$ cat src/rtl/bus_arb_pkg.sv
// Shared types and helpers for the registered bus-source arbiter.
package bus_arb_pkg;

  typedef enum logic [1:0] {
    IDLE  = 2'd0,
    GRANT = 2'd1,
    HOLD  = 2'd2
  } bus_arb_state_t;

  localparam int unsigned CODE_W_MAX = 16;
  localparam logic [CODE_W_MAX-1:0] BUS_IDLE_CODE = 16'd0;

  // Source index i drives bus select code i+1; code 0 means nobody drives.
  function automatic logic [CODE_W_MAX-1:0] idx_to_code(input logic [CODE_W_MAX-1:0] idx);
    return idx + 16'd1;
  endfunction

endpackage

$ cat src/rtl/bus_arb_pick.sv
// Combinational winner search: first set request at or after start_i, wrapping past N_SRC-1.
module bus_arb_pick #(
  parameter int unsigned N_SRC = 24,
  parameter int unsigned IDX_W = 5
) (
  input  logic [N_SRC-1:0] req_i,
  input  logic [IDX_W-1:0] start_i,
  output logic             found_o,
  output logic [N_SRC-1:0] onehot_o,
  output logic [IDX_W-1:0] idx_o
);

  int unsigned         pos_s;
  logic [IDX_W-1:0]    pos_idx_s;
  logic                hit_s;

  // Scan all offsets from the start index; the first hit latches found_o.
  always_comb begin
    found_o   = 1'b0;
    onehot_o  = {N_SRC{1'b0}};
    idx_o     = {IDX_W{1'b0}};
    pos_s     = 0;
    pos_idx_s = {IDX_W{1'b0}};
    hit_s     = 1'b0;
    for (int unsigned k = 0; k < N_SRC; k++) begin
      pos_s     = int'(start_i) + k;
      pos_s     = (pos_s >= N_SRC) ? (pos_s - N_SRC) : pos_s;
      pos_idx_s = IDX_W'(pos_s);
      hit_s     = !found_o && req_i[pos_idx_s];
      onehot_o[pos_idx_s] = onehot_o[pos_idx_s] | hit_s;
      idx_o     = hit_s ? pos_idx_s : idx_o;
      found_o   = found_o | hit_s;
    end
  end

endmodule

$ cat src/rtl/bus_source_arbiter.sv
// Registered bus-source arbiter (fixed priority or round-robin) with grant hold and conflict flag.
// Optional saturating conflict counter enabled by defining BUS_ARB_CONFLICT_CNT_EN.
module bus_source_arbiter
  import bus_arb_pkg::*;
#(
  parameter int unsigned N_SRC   = 24,
  parameter int unsigned CODE_W  = 5,
  parameter bit          RR_MODE = 1'b0
) (
  input  logic              clock,
  input  logic              clear_n,
  input  logic [N_SRC-1:0]  req,
  input  logic              hold,
  output logic [CODE_W-1:0] grant_code,
  output logic [N_SRC-1:0]  grant_onehot,
  output logic              grant_valid,
  output logic              conflict
`ifdef BUS_ARB_CONFLICT_CNT_EN
  ,
  output logic [7:0]        conflict_count,
  input  logic              conflict_clr
`endif
);

  localparam int unsigned IDX_W = (N_SRC > 1) ? $clog2(N_SRC) : 1;

  if ((64'd1 << CODE_W) <= 64'(N_SRC)) begin : g_code_w_check
    $error("bus_source_arbiter: 2**CODE_W must exceed N_SRC");
  end

  bus_arb_state_t      state_q, state_d;
  logic [CODE_W-1:0]   code_q, code_d;
  logic [N_SRC-1:0]    onehot_q, onehot_d;
  logic                valid_q, valid_d;
  logic                conflict_q, conflict_d;
  logic [IDX_W-1:0]    last_q, last_d;

  logic [IDX_W-1:0]    start_s;
  logic                win_found_s;
  logic [N_SRC-1:0]    win_onehot_s;
  logic [IDX_W-1:0]    win_idx_s;
  logic [CODE_W_MAX-1:0] win_code_full_s;
  logic [CODE_W-1:0]   win_code_s;
  logic                held_req_s;

  assign start_s = RR_MODE ? ((last_q == IDX_W'(N_SRC - 1)) ? {IDX_W{1'b0}} : last_q + IDX_W'(1))
                           : {IDX_W{1'b0}};

  bus_arb_pick #(
    .N_SRC (N_SRC),
    .IDX_W (IDX_W)
  ) u_pick (
    .req_i    (req),
    .start_i  (start_s),
    .found_o  (win_found_s),
    .onehot_o (win_onehot_s),
    .idx_o    (win_idx_s)
  );

  assign win_code_full_s = idx_to_code(CODE_W_MAX'(win_idx_s));
  assign win_code_s      = win_code_full_s[CODE_W-1:0];
  assign held_req_s      = |(req & onehot_q);

  // Next-state and next-grant logic; grant fields are always updated together.
  always_comb begin
    state_d    = state_q;
    code_d     = code_q;
    onehot_d   = onehot_q;
    valid_d    = valid_q;
    last_d     = last_q;
    conflict_d = |(req & (req - N_SRC'(1)));
    case (state_q)
      IDLE, GRANT: begin
        if (state_q == GRANT && hold && held_req_s) begin
          state_d = HOLD;
        end else if (win_found_s) begin
          state_d  = GRANT;
          code_d   = win_code_s;
          onehot_d = win_onehot_s;
          valid_d  = 1'b1;
          last_d   = win_idx_s;
        end else begin
          state_d  = IDLE;
          code_d   = BUS_IDLE_CODE[CODE_W-1:0];
          onehot_d = {N_SRC{1'b0}};
          valid_d  = 1'b0;
        end
      end
      HOLD: begin
        if (hold && held_req_s) begin
          state_d = HOLD;
        end else if (win_found_s) begin
          state_d  = GRANT;
          code_d   = win_code_s;
          onehot_d = win_onehot_s;
          valid_d  = 1'b1;
          last_d   = win_idx_s;
        end else begin
          state_d  = IDLE;
          code_d   = BUS_IDLE_CODE[CODE_W-1:0];
          onehot_d = {N_SRC{1'b0}};
          valid_d  = 1'b0;
        end
      end
      default: begin
        state_d  = IDLE;
        code_d   = BUS_IDLE_CODE[CODE_W-1:0];
        onehot_d = {N_SRC{1'b0}};
        valid_d  = 1'b0;
      end
    endcase
  end

  // State and registered grant outputs.
  always_ff @(posedge clock or negedge clear_n) begin
    if (!clear_n) begin
      state_q    <= IDLE;
      code_q     <= BUS_IDLE_CODE[CODE_W-1:0];
      onehot_q   <= {N_SRC{1'b0}};
      valid_q    <= 1'b0;
      conflict_q <= 1'b0;
      last_q     <= IDX_W'(N_SRC - 1);
    end else begin
      state_q    <= state_d;
      code_q     <= code_d;
      onehot_q   <= onehot_d;
      valid_q    <= valid_d;
      conflict_q <= conflict_d;
      last_q     <= last_d;
    end
  end

  assign grant_code   = code_q;
  assign grant_onehot = onehot_q;
  assign grant_valid  = valid_q;
  assign conflict     = conflict_q;

`ifdef BUS_ARB_CONFLICT_CNT_EN
  logic [7:0] cnt_q, cnt_d;

  // Clear wins over increment; increment tracks the conflict flag being loaded high.
  always_comb begin
    cnt_d = cnt_q;
    if (conflict_clr) begin
      cnt_d = 8'd0;
    end else if (conflict_d && (cnt_q != 8'd255)) begin
      cnt_d = cnt_q + 8'd1;
    end else begin
      cnt_d = cnt_q;
    end
  end

  // Conflict counter register.
  always_ff @(posedge clock or negedge clear_n) begin
    if (!clear_n) begin
      cnt_q <= 8'd0;
    end else begin
      cnt_q <= cnt_d;
    end
  end

  assign conflict_count = cnt_q;
`endif

endmodule

$ cat config.mk
export PLATFORM = sky130hd
export DESIGN_NAME = bus_source_arbiter
export DESIGN_NICKNAME = d
export VERILOG_FILES = /design/src/rtl/bus_arb_pkg.sv /design/src/rtl/bus_arb_pick.sv /design/src/rtl/bus_source_arbiter.sv
export SDC_FILE = /design/constraint.sdc
export NUM_CORES = 1
export LEC_CHECK = 0
export ABC_AREA = 1
export CAP_MARGIN = 30
export CORE_ASPECT_RATIO = 0.6
export CORE_MARGIN = 2
export CORE_UTILIZATION = 50
export CTS_BUF_LIST = sky130_fd_sc_hd__clkbuf_4
export DETAILED_ROUTE_END_ITERATION = 16
export GPL_TIMING_DRIVEN = 0
export PLACE_DENSITY = 0.91
export SLEW_MARGIN = 20
export SYNTH_ARGS = -nofsm -noshare
export SYNTH_HDL_FRONTEND = slang
export SYNTH_SLANG_ARGS = --single-unit
export TNS_END_PERCENT = 1
$ cat constraint.sdc
create_clock -name clock -period 2.28 [get_ports clock]
set_clock_uncertainty 0.1 [all_clocks]
set_input_delay 0.684 -clock clock [delete_from_list [all_inputs] [get_ports clock]]
set_output_delay 0.684 -clock clock [all_outputs]
set_load 0.01 [all_outputs]
* After elaboration in Yosys (flattened, before gate mapping)
Index checks and enable logic that the tools add are counted.
Storage, ports and cells: register bits after elaboration 33, bits in latches 0, memory bits (writable) 0, ROM bits 0, output and inout port bits 31, memories kept 0
Operators by class: $add $sub $neg 2, $mul 0, divide/modulo/power cells 0, $lt $le $gt $ge 0, equal/unequal tests 4, shift operators 0, muxes and demuxes 39, bitwise gates (word level) 25, reduce and logical (&&, ||, !) cells 54
Operator list (number):
- $mux 5 | 25
- $mux 24 | 3
- $and 24x24->24 | 2
- $pmux 24 s2 | 1
- $reduce_or 24->1 | 2
- $logic_and 1x1->1 | 26
- $sub 24x1->24 const B | 1
- $logic_not 1->1 | 23
- $or 1x1->1 | 23
- $pmux 5 s2 | 1
- $add 5x1->5 const B | 1
- $mux 1 | 5
- $mux 2 | 2
- $ne 2x2->1 const B | 2
- $pmux 2 s2 | 1
- $eq 2x1->1 const B | 1
- $eq 2x2->1 const B | 1
- $logic_not 2->1 | 1
- $pmux 1 s2 | 1
- $reduce_and 2->1 | 1
- $reduce_or 2->1 | 1

* Depth between registers and ports, before layout
word-level depth 73, gate-level depth with buffers 14, mapped depth without buffers 14

* Hierarchy
Synthesis repeated with hierarchy kept, for this count alone.
Unflattened totals: cell total of the unflattened synthesis 5116, area, all modules 26302.7 µm²
Modules (own cells, without submodules):
- bus_arb_pick | times used 1, cells each 4795, area an instance 24130.6 µm², seq. area each 0.0 µm²
- bus_source_arbiter | times used 1, cells each 321, area an instance 2172.1 µm², seq. area each 825.8 µm²

* Worst setup path before layout
No wires, ideal clock.
path kind input to register, start point input req[0], end point register code_q[4] (netlist: grant_code[4]), setup time 0.065 ns, data arrival time 2.005 ns, slack 0.111 ns, cell stages on the path 14, buffers on the path 0, cells stage by stage nor2_4 > nand2_4 > nor2_8 > nand2_4 > nor2_4 > nand2_2 > nor2_2 > nor2_1 > nand3_2 > ha_1 > nand2_1 > o21ai_1 > nand2_1 > nand2_1
Between the ends: longest elaborated chain between the ends 73
RTL lines:
- start, declared | RTL line bus_source_arbiter.sv:12 | input logic [N_SRC-1:0] req,
- $logic_not 1->1 | RTL line bus_arb_pick.sv:29 | hit_s = !found_o && req_i[pos_idx_s];
- $logic_and 1x1->1 | RTL line bus_arb_pick.sv:29
- $or 1x1->1 | RTL line bus_arb_pick.sv:32 | found_o = found_o | hit_s;
- $logic_not 1->1 | RTL line bus_arb_pick.sv:29
- $logic_and 1x1->1 | RTL line bus_arb_pick.sv:29
- $or 1x1->1 | RTL line bus_arb_pick.sv:32
- $logic_not 1->1 | RTL line bus_arb_pick.sv:29
- $logic_and 1x1->1 | RTL line bus_arb_pick.sv:29
- [... 57 more ...]
- $or 1x1->1 | RTL line bus_arb_pick.sv:32
- $logic_not 1->1 | RTL line bus_arb_pick.sv:29
- $logic_and 1x1->1 | RTL line bus_arb_pick.sv:29
- $mux 5 | RTL line bus_arb_pick.sv:31 | idx_o = hit_s ? pos_idx_s : idx_o;
- $add 5x1->5 | RTL line bus_arb_pkg.sv:15 | return idx + 16'd1;
- $mux 5 | RTL line bus_source_arbiter.sv:76, bus_source_arbiter.sv:92
- $mux 5 (on tied branches) | RTL line bus_source_arbiter.sv:90, bus_source_arbiter.sv:74
- $pmux 5 s2 | RTL line bus_source_arbiter.sv:72 | case (state_q)
- end signal, assigned | RTL line bus_source_arbiter.sv:118 | code_q <= BUS_IDLE_CODE[CODE_W-1:0];
- end signal, assigned | RTL line bus_source_arbiter.sv:125 | code_q <= code_d;
- end, declared | RTL line bus_source_arbiter.sv:32 | logic [CODE_W-1:0] code_q, code_d;
Parallel ways exist; a longest one is shown, timed or not. The select of a mux whose other input is x is not followed. A chain may end at the register's enable or synchronous reset.

* Worst setup path after layout
start point input req[22], end point register code_q[3] (netlist: grant_code[3])
Between the ends: longest elaborated chain between the ends 9
RTL lines (RTL line):
- $logic_and 1x1->1 | bus_arb_pick.sv:29
- $or 1x1->1 | bus_arb_pick.sv:32
- $logic_not 1->1 | bus_arb_pick.sv:29
- $logic_and 1x1->1 | bus_arb_pick.sv:29
- $mux 5 | bus_arb_pick.sv:31
- $add 5x1->5 | bus_arb_pkg.sv:15
- $mux 5 | bus_source_arbiter.sv:76, bus_source_arbiter.sv:92
- $mux 5 (on tied branches) | bus_source_arbiter.sv:90, bus_source_arbiter.sv:74
- $pmux 5 s2 | bus_source_arbiter.sv:72
Parallel ways exist; a longest one is shown, timed or not. The select of a mux whose other input is x is not followed.

==> tab_implementation.tex <==
\begin{tabular}{lr}
\hline
Metric & Value \\
\hline
\multicolumn{2}{l}{\textbf{Status}} \\
Result of the run & completed \\
\multicolumn{2}{l}{\textbf{Setup path}} \\
Worst r2r dst & grant\_onehot[16] \\
Reg2Reg Depth & 12 \\
Total stage count of the critical path & 15 \\
Required time of the critical path & 2.48 ns \\
Most frequent cell on the critical path & sky130\_fd\_sc\_hd\_\_nand2\_1 \\
Slowest stage cell on the critical path & sky130\_fd\_sc\_hd\_\_clkdlybuf4s50\_1 \\
Startpoint of the most critical register-to-register path & grant\_onehot[8] \\
Arrival time at the worst endpoint & 2.39 ns \\
Worst-path fanout max & 3 \\
Delay contributed by the slowest stage of the critical path & 0.46 ns \\
Class of the most critical setup path & in2reg \\
Startpoint type of the worst setup path & input port \\
Worst Setup SP & req[22] \\
Worst path bufs/invs & 3 \\
Kind of cell adding the most delay to the critical path & simple AND/OR/NAND/NOR gates \\
Cell Chain, Critical Path & clkdlybuf4s50\_1, nor2\_1, nand2\_1, nor2\_2, nand4\_4, nand2\_2, buf\_4, inv\_2, nand2\_2, nor2\_1, nor2\_1, nand2\_1, nand2\_1, nand2\_1, nand2\_1 \\
Worst setup slack for register-to-register paths & 0.35 ns \\
Kind of end point of the critical path & flop \\
\multicolumn{2}{l}{\textbf{Logic synthesis}} \\
Mean Syn Cell Area & 7.02 sq um \\
Flip-flop and latch count after synthesis & 33 \\
Share of flip-flops with an asynchronous set or reset & 1.00 \\
Most used DFF post-synth & sky130\_fd\_sc\_hd\_\_dfrtp\_1 \\
Number of enable-type register cells in the synthesized netlist & 0 \\
Post-synthesis sequential area ratio & 0.377 \\
Cell count after synthesis & 312 \\
Number of warnings issued by yosys & 0 \\
Number of distinct library cell variants in the gate-level netlist after synthesis & 31 \\
Post-synth design cell area & 2190 sq um \\
Total nets after synthesis & 340 \\
\multicolumn{2}{l}{\textbf{Routing}} \\
Vias post-DR & 2483 \\
Post-Route WL & 7000 um \\
DRC viols & 0 \\
Via-to-Cell Ratio & 5.51 \\
Number of DRC violations after detailed-routing iteration 0 & 256 \\
Post-route ant nets & 0 \\
Router iterations before antenna repair & 6 \\
Average detailed-routed wire length per instance & 15.5 um \\
\multicolumn{2}{l}{\textbf{STA}} \\
Pins over their slew limit & 0 \\
Highest Clock Rate & 456 MHz \\
Worst Max-Slew Pin Slew & 0.725 ns \\
Final number of setup-violating endpoints & 0 \\
Post-route clock period utilization & 0.962 \\
Final-report hold violation count & 0 \\
RSZ-0062 raised after global routing & yes \\
Final critical path time including I/O delays and setup & 2.19 ns \\
Worst rel slew slack & 0.517 \\
Post-Route Setup TNS & 0 ns \\
Worst-case hold slack & 0.282 ns \\
\multicolumn{2}{l}{\textbf{Global routing}} \\
Largest net degree at the start of global routing & 34 \\
First-pass GRT wire length & 10600 um \\
Vias in the first global route & 2156 \\
Combined global-route utilization of all metal layers & 0.281 \\
Total global routing overflow & 0 \\
Initial antenna violation count & 0 \\
\multicolumn{2}{l}{\textbf{Die}} \\
Die Area & 4940 sq um \\
Area of the placeable core & 4170 sq um \\
Horizontal die dimension & 89.4 um \\
Vertical die dimension & 55.3 um \\
Standard-cell rows & 18 \\
Starting utilization of the core area & 0.526 \\
Number of top-level pins & 58 \\
\multicolumn{2}{l}{\textbf{Clocking}} \\
Master cell of the clock root buffer & sky130\_fd\_sc\_hd\_\_clkbuf\_4 \\
CTS buffer count & 5 \\
Count of H-tree levels built during CTS & 2 \\
CTS Sinks & 33 \\
Clock transition at the registers of the reported paths & 0.11 ns \\
CTS tree & yes \\
Clock latency on the worst-skew pair & 0.35 ns \\
Clock tree buffer depth & 2 \\
\multicolumn{2}{l}{\textbf{Power}} \\
Sequential share of power & 0.456 \\
Combinational fraction of design power & 0.312 \\
Largest voltage drop on the vdd net & 0.324 mV \\
Internal power of the cells & 0.902 mW \\
Leakage power summed over all cells & 1.56 nW \\
Switching part of the total power & 0.362 \\
Design Power & 1.41 mW \\
Net load switching power & 0.513 mW \\
Pwr per Cell Area & 462 nW/um\^{}2 \\
Clk network pwr share & 0.232 \\
\multicolumn{2}{l}{\textbf{Cells and area}} \\
Final antenna diode count & 0 \\
Area growth from synthesis to final layout & 39.9\% \\
Layout cells sized above 1 & 0.238 \\
Final net count & 418 \\
\multicolumn{2}{l}{\textbf{Placed design}} \\
Detail Placement HPWL & 4900 um \\
Port bufs & 57 \\
Final RePlAce weighted congestion & 0.961 \\
\multicolumn{2}{l}{\textbf{Worst hold path}} \\
Hold Crit Class & in2async \\
\multicolumn{2}{l}{\textbf{Job}} \\
Max Cap Violations & 0 \\
\hline
\end{tabular}
-- area by class of cell --
class	count	area, sq um
Tap cell	60	75.1
Multi-Input combinational cell	237	1320
Sequential cell	33	826
Timing Repair Buffer	71	603
Clock inverter	3	12.5
Clock buffer	5	37.5
Fill cell	331	1100
Buffer	4	37.5
Inverter	38	148
-- layout by cell type (no fill, tap or decap), types with 2 or more instances in the layout --
cell type,Yosys,layout
sky130_fd_sc_hd__inv_1,35,33
sky130_fd_sc_hd__inv_2,2,3
sky130_fd_sc_hd__nand3_2,2,5
sky130_fd_sc_hd__nor2_2,6,14
sky130_fd_sc_hd__dfrtp_1,33,33
sky130_fd_sc_hd__clkbuf_4,0,6
sky130_fd_sc_hd__o211ai_1,3,3
sky130_fd_sc_hd__a21oi_1,4,4
sky130_fd_sc_hd__clkdlybuf4s50_1,0,33
sky130_fd_sc_hd__nand2_4,3,4
sky130_fd_sc_hd__nor2_1,45,32
sky130_fd_sc_hd__dlymetal6s2s_1,0,3
sky130_fd_sc_hd__nand2_1,88,83
sky130_fd_sc_hd__nor2_4,4,9
sky130_fd_sc_hd__nor3_1,6,4
sky130_fd_sc_hd__o22ai_1,4,4
sky130_fd_sc_hd__nand2_2,5,9
sky130_fd_sc_hd__o31ai_1,4,4
sky130_fd_sc_hd__dlygate4sd2_1,0,4
sky130_fd_sc_hd__o21ai_1,12,12
sky130_fd_sc_hd__nand4_1,8,8
sky130_fd_sc_hd__buf_4,1,14
sky130_fd_sc_hd__clkbuf_2,0,13
sky130_fd_sc_hd__a22o_1,9,9
sky130_fd_sc_hd__buf_2,3,3
sky130_fd_sc_hd__inv_4,1,2
sky130_fd_sc_hd__clkinv_1,0,2
sky130_fd_sc_hd__o21ai_0,9,9
sky130_fd_sc_hd__nand3_1,17,14
sky130_fd_sc_hd__buf_6,0,3
-- power groups by stage --
stage	clock, mW	combinational (mW)	sequential, mW
finish	0.329	0.441	0.645
global route	0.364	0.477	0.650
CTS	0.332	0.414	0.645
detailed placement	0	0.404	0.657
global placement	0	0.397	0.655
floorplan	0	0.184	0.669
-- per-stage QoR --
| stage | cell area [sq um] | cells | setup slack (ns) | utilization |
|---|---|---|---|---|
| 2_1_floorplan | 2190 | 312 | 0.111 | - |
| 3_3_place_gp | 2840 | 429 | -0.723 | 0.680 |
| 3_5_place_dp | 2830 | 429 | -0.734 | 0.679 |
| 4_1_cts | 2960 | 443 | 0.00448 | 0.710 |
| 5_1_grt | 3060 | 451 | -0.0465 | 0.735 |
| 6_report | 3060 | 451 | 0.0870 | 0.735 |
-- repair_timing --
item,in CTS,in global routing
resized for setup,45,54
buffers inserted,6,8
pin swaps,11,22
cloned,0,0
endpoints found under the setup margin,32,25
hold buffers,0,0
-- routing by layer --
layer / part of all wire / global-route usage / vias up
li1: - / - / 1185
met1: 0.45 / 0.440 / 1130
met2: 0.44 / 0.381 / 148
met3: 0.089 / 0.0732 / 20
met4: 0.022 / 0.0768 / 0
met5: 0 / 0 / -
-- cells by family (layout without fill, tap and decap cells) --
| kind of cell | Yosys count | after routing | share of synthesized area |
|---|---|---|---|
| AOI/OAI and AO/OA | 49 | 49 | 0.143 |
| buffers and inverters | 42 | 121 | 0.0766 |
| adders and majority gates | 1 | 1 | 0.00571 |
| DFF | 33 | 33 | 0.377 |
| and+or+nand+nor | 187 | 187 | 0.398 |
-- worst max path at each step --
stage                         end  slack, ns
finish              grant_code[3]       0.09
global route        grant_code[4]      -0.05
CTS                 grant_code[4]      0.004
detailed placement  grant_code[4]      -0.73
global placement    grant_code[4]      -0.72
floorplan           grant_code[4]       0.11
-- Yosys cell counts, types with 2 or more instances --
library cell	count	area, sq um
sky130_fd_sc_hd__nand2_4	3	33.8
sky130_fd_sc_hd__o22ai_1	4	25.0
sky130_fd_sc_hd__nor3_1	6	30.0
sky130_fd_sc_hd__inv_2	2	7.51
sky130_fd_sc_hd__a21oi_1	4	20.0
sky130_fd_sc_hd__nand3_2	2	20.0
sky130_fd_sc_hd__inv_1	35	131
sky130_fd_sc_hd__o211ai_1	3	22.5
sky130_fd_sc_hd__o21ai_1	12	60.1
sky130_fd_sc_hd__nor2_4	4	45.0
sky130_fd_sc_hd__o21ai_0	9	45.0
sky130_fd_sc_hd__nor2_1	45	169
sky130_fd_sc_hd__nand3_1	17	85.1
sky130_fd_sc_hd__nand2_2	5	31.3
sky130_fd_sc_hd__nand2_1	88	330
sky130_fd_sc_hd__a22o_1	9	78.8
sky130_fd_sc_hd__buf_2	3	15.0
sky130_fd_sc_hd__nor2_2	6	37.5
sky130_fd_sc_hd__o31ai_1	4	30.0
sky130_fd_sc_hd__nand4_1	8	50.1
sky130_fd_sc_hd__dfrtp_1	33	826
-- flip-flops by register name, indices dropped and copies added (netlist names) --
register      flops
conflict          1
grant_code        5
grant_onehot     24
grant_valid       1
state_q           2
Power figures use the tool's default switching activity.
